$ cat config.mk
export PLATFORM = sky130hd
export DESIGN_NAME = pps_freq_meter
export DESIGN_NICKNAME = d
export VERILOG_FILES = /design/src/rtl/pps_freq_meter_pkg.sv /design/src/rtl/pps_freq_meter_edge_sync.sv /design/src/rtl/pps_freq_meter.sv
export SDC_FILE = /design/constraint.sdc
export NUM_CORES = 1
export LEC_CHECK = 0
export BUFFER_PORTS_ARGS = -buffer_cell sky130_fd_sc_hd__buf_2
export CAP_MARGIN = 5
export CORE_MARGIN = 4
export CORE_UTILIZATION = 35
export CTS_CLUSTER_SIZE = 20
export DETAILED_ROUTE_END_ITERATION = 16
export GPL_TIMING_DRIVEN = 0
export SYNTH_ARGS = -nofsm -noshare
export SYNTH_HDL_FRONTEND = slang
export SYNTH_SLANG_ARGS = --single-unit
$ cat constraint.sdc
create_clock -name CLK_SYS -period 2.75 [get_ports CLK_SYS]
set_input_delay 0.55 -clock CLK_SYS [delete_from_list [all_inputs] [get_ports CLK_SYS]]
set_output_delay 0.55 -clock CLK_SYS [all_outputs]
set_load 0.1 [all_outputs]
$ cat src/rtl/pps_freq_meter_pkg.sv
// Shared definitions for the GPS 1PPS period meter: FSM state encoding and
// default sizing for a nominal 1 MHz-per-second system clock.
package pps_freq_meter_pkg;

    localparam int DEF_CNT_W      = 24;
    localparam int DEF_MIN_PERIOD = 900_000;
    localparam int DEF_TIMEOUT    = 1_100_000;
    localparam int NOMINAL_COUNT  = 1_000_000;

    typedef enum logic {
        WAIT_FIRST = 1'b0,
        COUNT      = 1'b1
    } state_t;

endpackage

$ cat src/rtl/pps_freq_meter_edge_sync.sv
// Brings the asynchronous 1PPS into CLK_SYS with a 2-flop synchronizer and
// produces a single-cycle rising-edge strobe from a history flop.
module pps_edge_sync (
    input  logic CLK_SYS,
    input  logic CLK_RST,
    input  logic Gps_Pps,
    output logic pps_edge
);

    logic sync_p0;
    logic sync_p1;
    logic hist_p2;

    always_ff @(posedge CLK_SYS or negedge CLK_RST) begin
        if (!CLK_RST) begin
            sync_p0 <= 1'b0;
            sync_p1 <= 1'b0;
            hist_p2 <= 1'b0;
        end else begin
            sync_p0 <= Gps_Pps;
            sync_p1 <= sync_p0;
            hist_p2 <= sync_p1;
        end
    end

    assign pps_edge = sync_p1 & ~hist_p2;

endmodule

$ cat src/rtl/pps_freq_meter.sv
// GPS 1PPS period meter: counts CLK_SYS cycles between accepted PPS edges and
// rejects edges arriving sooner than MIN_PERIOD. Define PPS_TIMEOUT_EN to add
// loss-of-PPS detection after TIMEOUT cycles without an accepted edge.
module pps_freq_meter
    import pps_freq_meter_pkg::*;
#(
    parameter int CNT_W      = DEF_CNT_W,
    parameter int MIN_PERIOD = DEF_MIN_PERIOD,
    parameter int TIMEOUT    = DEF_TIMEOUT
) (
    input  logic             CLK_SYS,
    input  logic             CLK_RST,
    input  logic             Gps_Pps,
    output logic [CNT_W-1:0] Measure_Phase,
    output logic             Measure_Done,
    output logic             Pps_Valid,
    output logic             Pps_Lost
);

    localparam logic [CNT_W-1:0] MIN_CNT = CNT_W'(MIN_PERIOD);

    logic             pps_edge;
    state_t           state_q;
    state_t           state_d;
    logic [CNT_W-1:0] cnt_q;
    logic             start;
    logic             accept;
    logic             done_vld_p0;

    // Counter saturates at all-ones so an overlong period reads as full scale
    function automatic logic [CNT_W-1:0] sat_inc(input logic [CNT_W-1:0] v);
        return (&v) ? v : v + CNT_W'(1);
    endfunction

    pps_edge_sync u_edge_sync (
        .CLK_SYS  (CLK_SYS),
        .CLK_RST  (CLK_RST),
        .Gps_Pps  (Gps_Pps),
        .pps_edge (pps_edge)
    );

`ifdef PPS_TIMEOUT_EN
    localparam logic [CNT_W-1:0] TIMEOUT_CNT = CNT_W'(TIMEOUT);
    logic timeout;
    logic lost_q;
`endif

    always_ff @(posedge CLK_SYS or negedge CLK_RST) begin
        if (!CLK_RST) begin
            state_q <= WAIT_FIRST;
        end else begin
            state_q <= state_d;
        end
    end

    always_comb begin
        state_d = state_q;
        start   = 1'b0;
        accept  = 1'b0;
`ifdef PPS_TIMEOUT_EN
        timeout = 1'b0;
`endif
        case (state_q)
            WAIT_FIRST: begin
                if (pps_edge) begin
                    start   = 1'b1;
                    state_d = COUNT;
                end
            end
            COUNT: begin
                // A qualifying edge beats a coincident timeout
                if (pps_edge && (cnt_q >= MIN_CNT)) begin
                    accept = 1'b1;
                end
`ifdef PPS_TIMEOUT_EN
                else if (cnt_q >= TIMEOUT_CNT) begin
                    timeout = 1'b1;
                    state_d = WAIT_FIRST;
                end
`endif
            end
            default: state_d = WAIT_FIRST;
        endcase
    end

    always_ff @(posedge CLK_SYS or negedge CLK_RST) begin
        if (!CLK_RST) begin
            cnt_q <= '0;
        end else if (start || accept) begin
            cnt_q <= CNT_W'(1);
`ifdef PPS_TIMEOUT_EN
        end else if (timeout) begin
            cnt_q <= '0;
`endif
        end else if (state_q == COUNT) begin
            cnt_q <= sat_inc(cnt_q);
        end
    end

    // Stage p0: latch the period; Measure_Done follows one cycle later
    always_ff @(posedge CLK_SYS or negedge CLK_RST) begin
        if (!CLK_RST) begin
            Measure_Phase <= '0;
            done_vld_p0   <= 1'b0;
            Measure_Done  <= 1'b0;
            Pps_Valid     <= 1'b0;
        end else begin
            done_vld_p0  <= accept;
            Measure_Done <= done_vld_p0;
            if (accept) begin
                Measure_Phase <= cnt_q;
                Pps_Valid     <= 1'b1;
            end
`ifdef PPS_TIMEOUT_EN
            else if (timeout) begin
                Pps_Valid <= 1'b0;
            end
`endif
        end
    end

`ifdef PPS_TIMEOUT_EN
    always_ff @(posedge CLK_SYS or negedge CLK_RST) begin
        if (!CLK_RST) begin
            lost_q <= 1'b0;
        end else if (accept) begin
            lost_q <= 1'b0;
        end else if (timeout) begin
            lost_q <= 1'b1;
        end
    end

    assign Pps_Lost = lost_q;
`else
    assign Pps_Lost = 1'b0;
`endif

endmodule
==> results of run 1 <==
[area by class of cell]
type,instances,area share (%)
Buffer,13,3.27
Clock buffer,5,2.31
Clock inverter,3,1.47
Inverter,5,0.629
Multi-Input combinational cell,146,37.3
Sequential cell,55,46.1
Tap cell,99,4.15
Timing Repair Buffer,28,4.78
[registers in the layout (all words and copies together) (netlist names)]
signal               cells
Measure_Phase           24
cnt_q                   24
Measure_Done             1
u_edge_sync.sync_p1      1
state_q                  1
done_vld_p0              1
u_edge_sync.sync_p0      1
Pps_Valid                1
u_edge_sync.hist_p2      1
[metal layers]
layer  track usage [%]  vias to the layer above  part of all wire [%]
met5                 0                        -                     0
met4              3.37                        0                  0.94
met3              2.56                        6                   3.1
met2              18.3                       28                    47
met1              17.3                      878                    49
li1                  -                      852                     -
[cells in the mapped netlist (all sizes together), types with 2 or more instances]
| cell type | instances | area (sq um) |
|---|---|---|
| nand4 | 11 | 68.8 |
| nor2 | 20 | 75.1 |
| o21ai | 6 | 37.5 |
| clkbuf | 7 | 27.5 |
| a311oi | 2 | 17.5 |
| or3 | 4 | 25.0 |
| nor3 | 3 | 15.0 |
| xnor2 | 10 | 87.6 |
| mux2 | 24 | 338 |
| buf | 6 | 70.1 |
| nand2b | 4 | 25.0 |
| o2111ai | 2 | 17.5 |
| inv | 5 | 18.8 |
| nand3 | 11 | 55.1 |
| o211ai | 2 | 15.0 |
| or4 | 5 | 37.5 |
| xor2 | 7 | 61.3 |
| ha | 2 | 25.0 |
| nand2 | 5 | 18.8 |
| dfrtp | 55 | 1380 |
| nor4 | 4 | 40.0 |
| a211oi | 3 | 22.5 |
| a21oi | 11 | 55.1 |
[worst min-delay path by stage]
| stage | from | endpoint | cells after the start |
|---|---|---|---|
| 2_1_floorplan | CLK_RST | Measure_Done$_DFF_PN0_ | 0 |
| 3_3_place_gp | done_vld_p0$_DFF_PN0_ | Measure_Done$_DFF_PN0_ | 0 |
| 3_5_place_dp | done_vld_p0$_DFF_PN0_ | Measure_Done$_DFF_PN0_ | 0 |
| 4_1_cts | Gps_Pps | u_edge_sync.sync_p0$_DFF_PN0_ | 1 |
| 5_1_grt | CLK_RST | Measure_Done$_DFF_PN0_ | 1 |
| 6_report | CLK_RST | Measure_Done$_DFF_PN0_ | 1 |
[cells by family after synthesis]
family / count (synthesis)
AO/OA/AOI/OAI: 28
AND/OR/NAND/NOR: 73
buffers and inverters: 18
XOR/XNOR: 17
flip-flops: 55
adder cells (fa/ha/maj): 2
other: 1
multiplexers: 25
[worst reg2reg max path: stages, from the launching register on]
cell                       delay [ns]
sky130_fd_sc_hd__dfrtp_1         0.46
sky130_fd_sc_hd__ha_1            0.24
sky130_fd_sc_hd__nand3_1         0.14
sky130_fd_sc_hd__or4_1           0.13
sky130_fd_sc_hd__clkbuf_1        0.37
sky130_fd_sc_hd__nand4_1         0.33
sky130_fd_sc_hd__or3_1           0.42
sky130_fd_sc_hd__a21oi_1         0.16
[power groups by stage]
| stage | Clock [mW] | Combinational [mW] | Sequential, mW |
|---|---|---|---|
| after floorplan | 0 | 0.174 | 0.931 |
| after global placement | 0 | 0.214 | 0.953 |
| after detailed placement | 0 | 0.225 | 0.955 |
| after CTS | 0.554 | 0.226 | 0.940 |
| after global routing | 0.595 | 0.256 | 0.952 |
| final | 0.544 | 0.221 | 0.941 |
[stage by stage]
| stage | power [mW] | hold slack, ns | utilization [%] |
|---|---|---|---|
| floorplan | 1.10 | 0.254 | - |
| global placement | 1.17 | 0.332 | 39.6 |
| detailed placement | 1.18 | 0.336 | 39.6 |
| CTS | 1.72 | 0.334 | 41.1 |
| global route | 1.80 | 0.328 | 41.1 |
| finish | 1.71 | 0.253 | 41.1 |
==> results.txt, run 1 <==
----------------------------------------------------
[Clock tree]
  Clock slew seen by the registers of the worst setup and hold paths ... 0.10 ns
  CTS tree ... built
  Clock Tree Buf Depth ... 2
  Gates resized, CTS repair ... 0
  Setup fix buffers added after clock tree synthesis ... 0
  Number of clock sinks ... 55
  Number of levels in the clock H-tree ... 2
  Clock insertion delay at the later pin of the skew report ... approximately 0.31 ns
  Cell chosen for the clock root ... sky130_fd_sc_hd__clkbuf_8
  CTS buffer count ... 5
  # hold bufs at CTS ... 0

[Yosys]
  Simple-gate share of the synthesized area ... 15.6%
  Synth warn ... 0
  Multiplexer fraction of the synthesized cell area ... a little over an eighth
  Register bit count reported by yosys ... 55
  Summed instance area of the synthesized netlist ... ~0.0026 sq mm
  Synth Instances ... 219
  Number of enable flip-flop cells after synthesis ... 0
  Parity-gate share of the synthesized area counting xor and xnor cells ... roughly 5.7%
  Average instance area after synthesis ... around 12 sq um
  Synth async-reset ratio ... 100%
  Most used DFF post-synth ... sky130_fd_sc_hd__dfrtp_1
  Compound-cell area share of the yosys netlist ... around 7.0%
  Sequential fraction of the synthesis area ... ~53%
  Number of nets produced by synthesis ... ~220
  Post-synth cell types ... 40
  Adder and majority gate portion of the synthesized area ... less than 1%
  Dominant combinational cell family by area after synthesis ... simple AND/OR/NAND/NOR gates

[Finish]
  Most common cell after layout, fill and taps aside ... sky130_fd_sc_hd__dfrtp_1
  Fraction of layout instances using a drive strength above 1 ... a little over a quarter
  Fillers ... around 710
  Layout Nets ... around 260
  Post-route standard cell area excluding fillers ... just under 0.003 sq mm
  Multi-input logic area ... roughly 0.0011 sq mm
  Final Instance Count excl. Fillers ... around 350
  Area delta synth->final ... 14.6%
  Antenna diodes ... 0
  Commonest non-fill, non-tap cells in the layout ... 55 x sky130_fd_sc_hd__dfrtp_1, 27 x sky130_fd_sc_hd__buf_2, 20 x sky130_fd_sc_hd__nor2_1
  Area taken by flip-flops and latches ... roughly 0.0014 sq mm

[Drt]
  Number of remaining DRC errors ... 0
  Remaining number of nets flagged by the antenna check after routing ... 0
  Via density per instance ... ~5
  Total vias in the final route ... around 1,800
  Number of DRC markers in iteration 0 ... 87
  Iteration count of the initial detailed-routing pass ... 4
  Final Routed Wirelength ... 4.98 mm
  Final routed wire length divided by cell count ... about 14 um

[Floorplanning]
  Width of the chip ... between 90 and 100 um
  Number of standard-cell rows in the floorplan ... 31
  Floorplan Core Area ... between 0.007 and 0.008 sq mm
  Boundary Pins ... 30
  Total die area ... ~0.009 sq mm
  Starting Density ... about 36%
  Die Y-Extent ... 94.3 um

[Placed design]
  Place WS ... between 0.3 and 0.4 ns
  Total of buffers placed on input and output ports ... 28
  Placement-stage cell area ... between 0.002 and 0.003 sq mm
  Half-perimeter wire length of the detailed placement result ... approximately 3.5 mm
  Global placement routability congestion ... 0.849
  Total placed cells including tap cells ... 346

[Setup path]
  End of the worst register-to-register path ... cnt_q[23]$_DFFE_PN0P_
  Worst-path cell chain ... ha_1 -> nand3_1 -> or4_1 -> clkbuf_1 -> nand4_1 -> or3_1 -> a21oi_1
  Worst setup startpoint ... cnt_q[1]$_DFFE_PN0P_
  Worst EP required ... roughly 3.0 ns
  Kind of capture point of the worst setup path ... register
  Setup crit end ... cnt_q[23]$_DFFE_PN0P_
  Number of logic stages on the critical path including buffering ... 7
  CP Data Arrival Time ... about 2.6 ns
  Type of element launching the critical path ... register
  Type of the worst setup path ... reg2reg
  Worst reg-to-reg path cell count ... 7
  Cell with the biggest individual delay on the critical path ... sky130_fd_sc_hd__dfrtp_1
  Maximum fanout count along the critical path ... 8
  Minimum setup slack among reg-to-reg paths ... 0.42 ns
  Worst Path Buf+Inv ... 1
  Startpoint of the most critical register-to-register path ... cnt_q[1]$_DFFE_PN0P_
  Cell family with most CP delay ... simple AND/OR/NAND/NOR gates
  Longest individual stage delay on the worst path ... 0.46 ns

[STA]
  Post-layout min period ... between 2 and 2.5 ns
  Clock skew after layout ... between 0.009 and 0.01 ns
  Max-slew violation count ... 0
  Post-layout worst setup margin ... roughly 0.42 ns
  Portion of the clock cycle consumed by the worst path in the final layout ... between 80% and 90%
  Transition time at the pin with the least slew margin ... about 0.8 ns
  Summed negative setup slack over all endpoints ... 0 ns
  Peak Freq ... ~430 MHz
  Finish-stage setup viols ... 0
  Max-slew headroom ... between 40 and 50%
  Final-report hold violation count ... 0
  RSZ-0062 raised after global routing ... false

[Global routing]
  Total routing usage reported by global routing ... between 10% and 20%
  Maximum number of pins on one net before global-route repair ... between 50 and 60
  Global route overflow ... 0
  Antenna violations before repair ... 0
  Number of global-route vias before repair ... 1,672
  First-pass GRT wire length ... ~8.4 mm

[Power]
  Power density cells ... approximately 570 mW/mm^2
  Proportion of total power due to net switching ... between 20% and 30%
  Cell Int Power ... between 1 and 1.5 mW
  Max IR drop VDD ... between 0.4 and 0.5 mV
  Clock share of power ... 31.9%
  Net switching component of the power ... between 0.4 and 0.5 mW
  Leakage ... approximately 1.4 nW
  Combinational power share ... 13.0%
  Share of total power in sequential cells ... a little under three fifths

[Flow run]
  Number of maximum-capacitance constraint violations ... 0

[Worst hold path]
  Class of the worst hold path ... in2async

[Outcome]
  Result of the run ... finished, final reports clean

----------------------------------------------------
No activity file was read; power rests on OpenSTA's default activity.
==> inputs of run 2 (changes only) <==
--- a/config.mk
+++ b/config.mk
@@ -5,6 +5,7 @@
 export SDC_FILE = /design/constraint.sdc
 export NUM_CORES = 1
 export LEC_CHECK = 0
+export ABC_AREA = 1
 export BUFFER_PORTS_ARGS = -buffer_cell sky130_fd_sc_hd__buf_2
 export CAP_MARGIN = 5
 export CORE_MARGIN = 4
==> constraint.sdc (replaced) <==
create_clock -name CLK_SYS -period 2.2 [get_ports CLK_SYS]
set_input_delay 0.44 -clock CLK_SYS [delete_from_list [all_inputs] [get_ports CLK_SYS]]
set_output_delay 0.44 -clock CLK_SYS [all_outputs]
set_load 0.1 [all_outputs]
==> run 2 against run 1 <==
  * Sequential share of layout area is 4.8 points lower
  * Sequential power rose by 25%
  * Total power up 24%
  * Die area is 13% higher
  * Final cell count rose by 52%
  * Global-route usage grew 3.3 points
  * Combinational power increased by 61%
  * First-iteration DRC count rose by 31%
  * Sequential cell count unchanged
  * Clock-buffer cell count stayed put
  * Worst setup slack worse by 0.17 ns
  * Synthesized cell count up 81%
  * Critical path type unchanged
  * Critical endpoint is now cnt_q[8]$_DFFE_PN0P_
  * Largest power group unchanged
==> results.txt, run 2 <==
----------------------------------------------------
[Clock tree]
  Number of levels in the clock H-tree ... 2 (unchanged)
  Setup fix buffers added after clock tree synthesis ... 0 (unchanged)
  Number of clock sinks ... 55 (unchanged)
  CTS buffer count ... 5 (unchanged)
  Clock insertion delay at the later pin of the skew report ... 0.31 ns (about the same)
  CTS tree ... built
  Clock slew seen by the registers of the worst setup and hold paths ... 0.11 ns (about the same)
  Cell chosen for the clock root ... sky130_fd_sc_hd__clkbuf_8
  Clock Tree Buf Depth ... 2 (unchanged)

[Yosys]
  Post-synth cell types ... 26 (-35%)
  Synth async-reset ratio ... 100% (unchanged)
  Cells taking the most area after synthesis ... sky130_fd_sc_hd__dfrtp_1 46%, sky130_fd_sc_hd__nand2_1 16%, sky130_fd_sc_hd__nand3_1 10%
  Biggest area consumer among synthesized cells ... sky130_fd_sc_hd__dfrtp_1
  Area share of the largest cell type after synthesis ... 46.4% (-6.4 points)
  Number of nets produced by synthesis ... 401 (+79%)
  Most frequent cells after synthesis ... 127 x sky130_fd_sc_hd__nand2_1, 62 x sky130_fd_sc_hd__nand3_1, 55 x sky130_fd_sc_hd__dfrtp_1
  Number of enable flip-flop cells after synthesis ... 0 (unchanged)
  Summed instance area of the synthesized netlist ... 0.00297 sq mm (+14%)
  Most used DFF post-synth ... sky130_fd_sc_hd__dfrtp_1
  Synth Instances ... 396 (+81%)
  Top-count cell post-synth ... sky130_fd_sc_hd__nand2_1
  Synth warn ... 0 (unchanged)
  Average instance area after synthesis ... 7.49 sq um (-37%)
  Sequential fraction of the synthesis area ... 46.4% (-6.4 points)
  Register bit count reported by yosys ... 55 (unchanged)

[STA]
  Worst Hold Margin ... 0.162 ns (-0.0906 ns)
  Clock skew after layout ... 0.00879 ns (-0.00114 ns)
  Final-report hold violation count ... 0 (unchanged)
  Max-slew headroom ... 52.3% (+5.9 points)
  Peak Freq ... 513 MHz (+19%)
  Transition time at the pin with the least slew margin ... 0.716 ns (-0.0806 ns)
  Post-layout min period ... 1.95 ns (-0.379 ns)
  Max-slew violation count ... 0 (unchanged)
  RSZ-0062 raised after global routing ... false
  Portion of the clock cycle consumed by the worst path in the final layout ... 88.6% (+3.9 points)
  Summed negative setup slack over all endpoints ... 0 ns (unchanged)
  Finish-stage setup viols ... 0 (unchanged)

[Flow run]
  Number of maximum-capacitance constraint violations ... 0 (unchanged)

[Finish]
  Antenna diodes ... 0 (unchanged)
  Largest registers in the final layout ... Measure_Phase x24, cnt_q x24
  Fraction of layout instances using a drive strength above 1 ... 14.4% (-13 points)
  Area delta synth->final ... 12.4%
  Fillers ... 856 (+21%)
  Layout Nets ... 436 (+68%)
  Most common cell after layout, fill and taps aside ... sky130_fd_sc_hd__nand2_1
  Commonest non-fill, non-tap cells in the layout ... 127 x sky130_fd_sc_hd__nand2_1, 62 x sky130_fd_sc_hd__nand3_1, 55 x sky130_fd_sc_hd__dfrtp_1

[Setup path]
  Maximum fanout count along the critical path ... 10 (+2)
  Worst EP required ... 2.41 ns (-0.58 ns)
  Cell with the biggest individual delay on the critical path ... sky130_fd_sc_hd__dfrtp_1
  Cell family with most CP delay ... simple AND/OR/NAND/NOR gates
  CP Data Arrival Time ... 2.16 ns (-0.40 ns)
  Worst-path cell chain ... ha_2 -> nand2_1 -> nor2_4 -> nand4_1 -> nor2_2 -> a21oi_2 -> clkbuf_1 -> nand3_1 -> nand2_1
  Type of element launching the critical path ... register
  Longest individual stage delay on the worst path ... 0.44 ns (-0.02 ns)
  Worst Path Buf+Inv ... 1 (unchanged)
  Kind of capture point of the worst setup path ... register
  Worst path most repeated cell ... sky130_fd_sc_hd__nand2_1
  Type of the worst setup path ... reg2reg

[Placed design]
  Total of buffers placed on input and output ports ... 28 (unchanged)
  Global placement routability congestion ... 0.919 (+8.2%)
  Half-perimeter wire length of the detailed placement result ... 5.46 mm (+58%)

[Floorplanning]
  Width of the chip ... 100 um (+6.1%)
  Die Y-Extent ... 100 um (+6.1%)
  Total die area ... 0.0100 sq mm (+13%)
  Boundary Pins ... 30 (unchanged)
  Floorplan Core Area ... 0.00822 sq mm (+13%)
  Number of standard-cell rows in the floorplan ... 33 (+6.5%)
  Starting Density ... 36.1% (+0.19 points)

[Global routing]
  Number of global-route vias before repair ... 2,549 (+52%)
  Total routing usage reported by global routing ... 15.3% (+3.3 points)
  Antenna violations before repair ... 0 (unchanged)
  Global route overflow ... 0 (unchanged)
  Maximum number of pins on one net before global-route repair ... 56 (unchanged)
  First-pass GRT wire length ... 12.3 mm (+47%)

[Drt]
  Via density per instance ... 4.80 (-3.7%)
  Final Routed Wirelength ... 7.30 mm (+47%)
  Number of remaining DRC errors ... 0 (unchanged)
  Total vias in the final route ... 2,578 (+46%)
  Number of DRC markers in iteration 0 ... 114 (+31%)
  Remaining number of nets flagged by the antenna check after routing ... 0 (unchanged)
  Iteration count of the initial detailed-routing pass ... 4 (unchanged)
  Final routed wire length divided by cell count ... 13.6 um (-3.3%)

[Power]
  Max IR drop VDD ... 0.257 mV (-38%)
  Power density cells ... 635 mW/mm^2 (+11%)
  Leakage ... 1.80 nW (+24%)

[Outcome]
  Result of the run ... finished, final reports clean

[Worst hold path]
  Class of the worst hold path ... in2async

----------------------------------------------------
-- run 2: changes by cell type in the layout (fill, tap and decap cells not counted), moves of 6 or more --
cell,change
sky130_fd_sc_hd__xor2_1,+7
sky130_fd_sc_hd__o21ai_1,+17
sky130_fd_sc_hd__nand2_1,+122
sky130_fd_sc_hd__inv_1,+37
sky130_fd_sc_hd__nand4_1,-8
sky130_fd_sc_hd__xnor2_1,-9
sky130_fd_sc_hd__nand3_1,+51
sky130_fd_sc_hd__a21oi_1,-11
sky130_fd_sc_hd__buf_2,+6
sky130_fd_sc_hd__mux2_4,-18
sky130_fd_sc_hd__mux2_2,-6
sky130_fd_sc_hd__nor2_1,+20
-- run 2: worst paths after layout --
path	startpoint	to	slack (ns)	cells past startpoint
worst min register to register	u_edge_sync.sync_p0$_DFF_PN0_	u_edge_sync.sync_p1$_DFF_PN0_	0.36	0
worst max register to register	cnt_q[0]$_DFFE_PN0P_	cnt_q[8]$_DFFE_PN0P_	0.25	9
worst max-delay path	cnt_q[0]$_DFFE_PN0P_	cnt_q[8]$_DFFE_PN0P_	0.25	9
min in group CLK_SYS	Gps_Pps	u_edge_sync.sync_p0$_DFF_PN0_	0.23	1
worst min-delay path	CLK_RST	cnt_q[18]$_DFFE_PN0P_	0.16	1
max in group asynchronous	CLK_RST	cnt_q[14]$_DFFE_PN0P_	1.55	1
-- run 2: where the power goes --
group          total, mW  internal [mW]  switching (mW)
Sequential          1.18           1.08          0.0988
Combinational      0.356          0.124           0.232
Clock              0.584          0.229           0.355
-- run 2: cells by family after synthesis --
logic type | Yosys count | share of synthesized area (%)
adder cells (fa/ha/maj) | 2 | 0.843
buffers and inverters | 59 | 9.36
AO/OA/AOI/OAI | 20 | 3.50
other | 1 | 0.126
flip-flops | 55 | 46.4
AND/OR/NAND/NOR | 244 | 35.3
XOR/XNOR | 15 | 4.43
-- run 2: through the flow --
step	util, %	cell area (sq um)	instances	power (mW)	setup WS (ns)
2_1_floorplan	-	2970	396	1.43	0.566
3_3_place_gp	39.4	3240	529	1.54	0.185
3_5_place_dp	39.4	3240	529	1.55	0.196
4_1_cts	40.5	3330	537	2.14	0.173
5_1_grt	40.6	3330	537	2.24	0.0535
6_report	40.6	3330	537	2.12	0.250
-- run 2: cell type report --
type / instances / area, sq um / area share (%)
multi-input cells: 282 / 1320 / 39.4
clock inverters: 3 / 22.5 / 0.675
well taps: 105 / 131 / 3.94
repair buffers: 28 / 143 / 4.28
flip-flops and latches: 55 / 1380 / 41.3
plain buffers: 15 / 113 / 3.38
clock buffers: 5 / 68.8 / 2.06
inverters: 44 / 165 / 4.95
-- run 2: worst register-to-register path, cell delays in order (launching register included) --
cell and delay, ns:
sky130_fd_sc_hd__dfrtp_1 0.44, sky130_fd_sc_hd__ha_2 0.27, sky130_fd_sc_hd__nand2_1 0.12, sky130_fd_sc_hd__nor2_4 0.18
sky130_fd_sc_hd__nand4_1 0.13, sky130_fd_sc_hd__nor2_2 0.17, sky130_fd_sc_hd__a21oi_2 0.11, sky130_fd_sc_hd__clkbuf_1 0.25
sky130_fd_sc_hd__nand3_1 0.13, sky130_fd_sc_hd__nand2_1 0.06
-- run 2: metal layers --
metal | GRT usage, % | share of wire [%]
met5 | 0 | 0
met4 | 4.77 | 1.8
met3 | 2.43 | 4.9
met2 | 24.9 | 45
met1 | 21.0 | 48
-- run 2: what timing repair did --
item | CTS | global route
endpoints found under the setup margin | 0 | 1
resized for setup | 0 | 1
hold buffers | 0 | 0
==> inputs of run 3 (changes only) <==
--- a/config.mk
+++ b/config.mk
@@ -9,10 +9,11 @@
 export BUFFER_PORTS_ARGS = -buffer_cell sky130_fd_sc_hd__buf_2
 export CAP_MARGIN = 5
 export CORE_MARGIN = 4
-export CORE_UTILIZATION = 35
+export CORE_UTILIZATION = 48
 export CTS_CLUSTER_SIZE = 20
 export DETAILED_ROUTE_END_ITERATION = 16
 export GPL_TIMING_DRIVEN = 0
+export PLACE_DENSITY = 0.67
 export SYNTH_ARGS = -nofsm -noshare
 export SYNTH_HDL_FRONTEND = slang
 export SYNTH_SLANG_ARGS = --single-unit
==> constraint.sdc (replaced) <==
create_clock -name CLK_SYS -period 2.2 [get_ports CLK_SYS]
set_input_delay 0.44 -clock CLK_SYS [delete_from_list [all_inputs] [get_ports CLK_SYS]]
set_output_delay 0.44 -clock CLK_SYS [all_outputs]
set_load 0.01 [all_outputs]
==> run 3 against run 2 <==
  * Clock-buffer cell count unchanged
  * Maximum frequency decreased by 3.7%
  * Combinational power about the same
  * Clock power increased by 11%
  * Final cell count decreased by 5.6%
  * Via count increased by 1.4%
  * Routed wire length decreased by 3.0%
  * Utilization increased by 15 points
  * Die area decreased by 25%
  * Hold slack got worse by 0.044 ns
  * Sequential cell count unchanged
  * Sequential power about the same
  * Critical path type unchanged
  * Critical endpoint is now cnt_q[21]$_DFFE_PN0P_
==> results.txt, run 3 (same netlist as run 2, synthesis figures left out) <==
----------------------------------------------------
[Drt]
  Via density per instance ... 5.15 (+7.4%)
  Remaining number of nets flagged by the antenna check after routing ... 0 (unchanged)
  Final Routed Wirelength ... 7.08 mm (-3.0%)
  Total vias in the final route ... 2,613 (+1.4%)
  Final routed wire length divided by cell count ... 14.0 um (+2.8%)
  Number of DRC markers in iteration 0 ... 181 (+59%)
  Iteration count of the initial detailed-routing pass ... 5 (+1)
  Number of remaining DRC errors ... 0 (unchanged)

[Clock tree]
  Setup fix buffers added after clock tree synthesis ... 0 (unchanged)
  Gates resized, CTS repair ... 0 (unchanged)
  Number of levels in the clock H-tree ... 2 (unchanged)
  CTS buffer count ... 5 (unchanged)
  Clock Tree Buf Depth ... 2 (unchanged)
  Clock insertion delay at the later pin of the skew report ... 0.31 ns (about the same)
  Number of clock sinks ... 55 (unchanged)
  # hold bufs at CTS ... 0 (unchanged)
  Cell chosen for the clock root ... sky130_fd_sc_hd__clkbuf_8
  CTS tree ... built
  Clock slew seen by the registers of the worst setup and hold paths ... 0.09 ns (-0.02 ns)

[Floorplanning]
  Floorplan Core Area ... 0.00596 sq mm (-28%)
  Starting Density ... 49.8% (+14 points)
  Number of standard-cell rows in the floorplan ... 28 (-15%)
  Die Y-Extent ... 86.6 um (-13%)
  Width of the chip ... 86.6 um (-13%)
  Boundary Pins ... 30 (unchanged)
  Total die area ... 0.00750 sq mm (-25%)

[Setup path]
  Kind of capture point of the worst setup path ... register
  Longest individual stage delay on the worst path ... 0.44 ns (about the same)
  Type of element launching the critical path ... register
  Maximum fanout count along the critical path ... 10 (unchanged)
  Type of the worst setup path ... reg2reg
  Minimum setup slack among reg-to-reg paths ... 0.17 ns (-0.08 ns)
  Worst EP required ... 2.44 ns (+0.03 ns)
  Worst reg-to-reg path cell count ... 9 (unchanged)
  Cell with the biggest individual delay on the critical path ... sky130_fd_sc_hd__dfrtp_1
  Worst-path cell chain ... ha_1 -> nand2_1 -> nor2_4 -> nand4_1 -> nor2_2 -> a21oi_2 -> clkbuf_1 -> nand3_1 -> nand2_1
  CP Data Arrival Time ... 2.27 ns (+0.11 ns)
  Worst path most repeated cell ... sky130_fd_sc_hd__nand2_1
  Startpoint of the most critical register-to-register path ... cnt_q[0]$_DFFE_PN0P_
  End of the worst register-to-register path ... cnt_q[21]$_DFFE_PN0P_

[Flow run]
  Number of maximum-capacitance constraint violations ... 0 (unchanged)

[Power]
  Max IR drop VDD ... 0.338 mV (+31%)
  Power density cells ... 658 mW/mm^2 (+3.7%)
  Leakage ... 1.81 nW (+0.66%)

[STA]
  Post-layout worst setup margin ... 0.174 ns (-0.0758 ns)
  Summed negative setup slack over all endpoints ... 0 ns (unchanged)
  Finish-stage setup viols ... 0 (unchanged)
  Peak Freq ... 494 MHz (-3.7%)
  Clock skew after layout ... 0.00908 ns (+0.000282 ns)
  Post-layout min period ... 2.03 ns (+0.0758 ns)
  Final-report hold violation count ... 0 (unchanged)
  Max-slew violation count ... 0 (unchanged)
  Max-slew headroom ... 61.2% (+8.9 points)
  Portion of the clock cycle consumed by the worst path in the final layout ... 92.1% (+3.4 points)
  Transition time at the pin with the least slew margin ... 0.582 ns (-0.134 ns)
  RSZ-0062 raised after global routing ... false

[Finish]
  Fraction of layout instances using a drive strength above 1 ... 14.1% (-0.23 points)
  Area delta synth->final ... 12.1%
  Layout Nets ... 437 (+0.23%)
  Fillers ... 579 (-32%)
  Commonest non-fill, non-tap cells in the layout ... 127 x sky130_fd_sc_hd__nand2_1, 62 x sky130_fd_sc_hd__nand3_1, 55 x sky130_fd_sc_hd__dfrtp_1
  Largest registers in the final layout ... Measure_Phase x24, cnt_q x24
  Most common cell after layout, fill and taps aside ... sky130_fd_sc_hd__nand2_1
  Antenna diodes ... 0 (unchanged)

[Placed design]
  Global placement routability congestion ... 0.992 (+8.0%)
  Place WS ... 0.200 ns (+0.00339 ns)
  Total of buffers placed on input and output ports ... 28 (unchanged)
  Half-perimeter wire length of the detailed placement result ... 5.26 mm (-3.5%)

[Global routing]
  First-pass GRT wire length ... 12.3 mm (-0.50%)
  Number of global-route vias before repair ... 2,579 (+1.2%)
  Maximum number of pins on one net before global-route repair ... 56 (unchanged)
  Antenna violations before repair ... 0 (unchanged)
  Total routing usage reported by global routing ... 20.7% (+5.4 points)
  Global route overflow ... 0 (unchanged)

[Outcome]
  Result of the run ... finished, final reports clean

[Worst hold path]
  Class of the worst hold path ... in2async

----------------------------------------------------
[run 3: cell types whose count changed in the layout (fill, tap and decap cells not counted)]
cell and change:
sky130_fd_sc_hd__buf_4 -1, sky130_fd_sc_hd__clkinv_2 -1, sky130_fd_sc_hd__clkinvlp_4 +1, sky130_fd_sc_hd__buf_12 +1, sky130_fd_sc_hd__bufinv_16 +1, sky130_fd_sc_hd__clkinv_4 -1, sky130_fd_sc_hd__ha_1 +1, sky130_fd_sc_hd__inv_6 -1
sky130_fd_sc_hd__ha_2 -1, sky130_fd_sc_hd__buf_2 +1
[run 3: cell type report]
cell class	count	area, sq um	area share [%]
Tap cell	75	93.8	2.82
Clock inverter	2	37.5	1.13
Clock buffer	5	68.8	2.07
Inverter	44	165	4.96
Timing Repair Buffer	29	160	4.81
Multi-Input combinational cell	282	1310	39.5
Buffer	15	113	3.38
Sequential cell	55	1380	41.4
[run 3: worst max-delay path: cells and delay by family (launching register included)]
kind | cells | cell delay [ns]
AO/OA/AOI/OAI | 1 | 0.20
flip-flops | 1 | 0.44
adder cells (fa/ha/maj) | 1 | 0.30
AND/OR/NAND/NOR | 6 | 0.61
buffers and inverters | 1 | 0.41
[run 3: where the power goes]
part	leakage, nW	internal, mW	total, mW	switching, mW
registers	0.743	1.08	1.18	0.102
clock network	0.0502	0.333	0.651	0.318
logic	1.01	0.125	0.359	0.234
total	1.81	1.54	2.19	0.654
[run 3: routing by layer]
metal | vias to the layer above | GRT usage (%) | routed length (um)
li1 | 1307 | - | -
met1 | 1187 | 28.6 | 3200
met2 | 99 | 33.4 | 3240
met3 | 20 | 3.04 | 473
met4 | 0 | 7.08 | 165
met5 | - | 0 | 0
[run 3: worst max path at each step]
stage,from,end,slack [ns],depth (start not counted)
2_1_floorplan,cnt_q[0]$_DFFE_PN0P_,cnt_q[1]$_DFFE_PN0P_,0.57,9
3_3_place_gp,cnt_q[0]$_DFFE_PN0P_,cnt_q[21]$_DFFE_PN0P_,0.20,9
3_5_place_dp,cnt_q[0]$_DFFE_PN0P_,cnt_q[1]$_DFFE_PN0P_,0.20,9
4_1_cts,cnt_q[0]$_DFFE_PN0P_,cnt_q[1]$_DFFE_PN0P_,0.18,9
5_1_grt,cnt_q[0]$_DFFE_PN0P_,cnt_q[22]$_DFFE_PN0P_,0.02,9
6_report,cnt_q[0]$_DFFE_PN0P_,cnt_q[21]$_DFFE_PN0P_,0.17,9
[run 3: metrics by stage]
| step | total power [mW] | hold WS [ns] | cell area (sq um) | cells | util [%] |
|---|---|---|---|---|---|
| after floorplan | 1.43 | 0.144 | 2970 | 396 | - |
| after global placement | 1.53 | 0.333 | 3200 | 499 | 53.7 |
| after detailed placement | 1.55 | 0.338 | 3200 | 499 | 53.7 |
| after CTS | 2.20 | 0.234 | 3310 | 506 | 55.5 |
| after global routing | 2.31 | 0.152 | 3330 | 507 | 55.9 |
| final | 2.19 | 0.119 | 3330 | 507 | 55.9 |
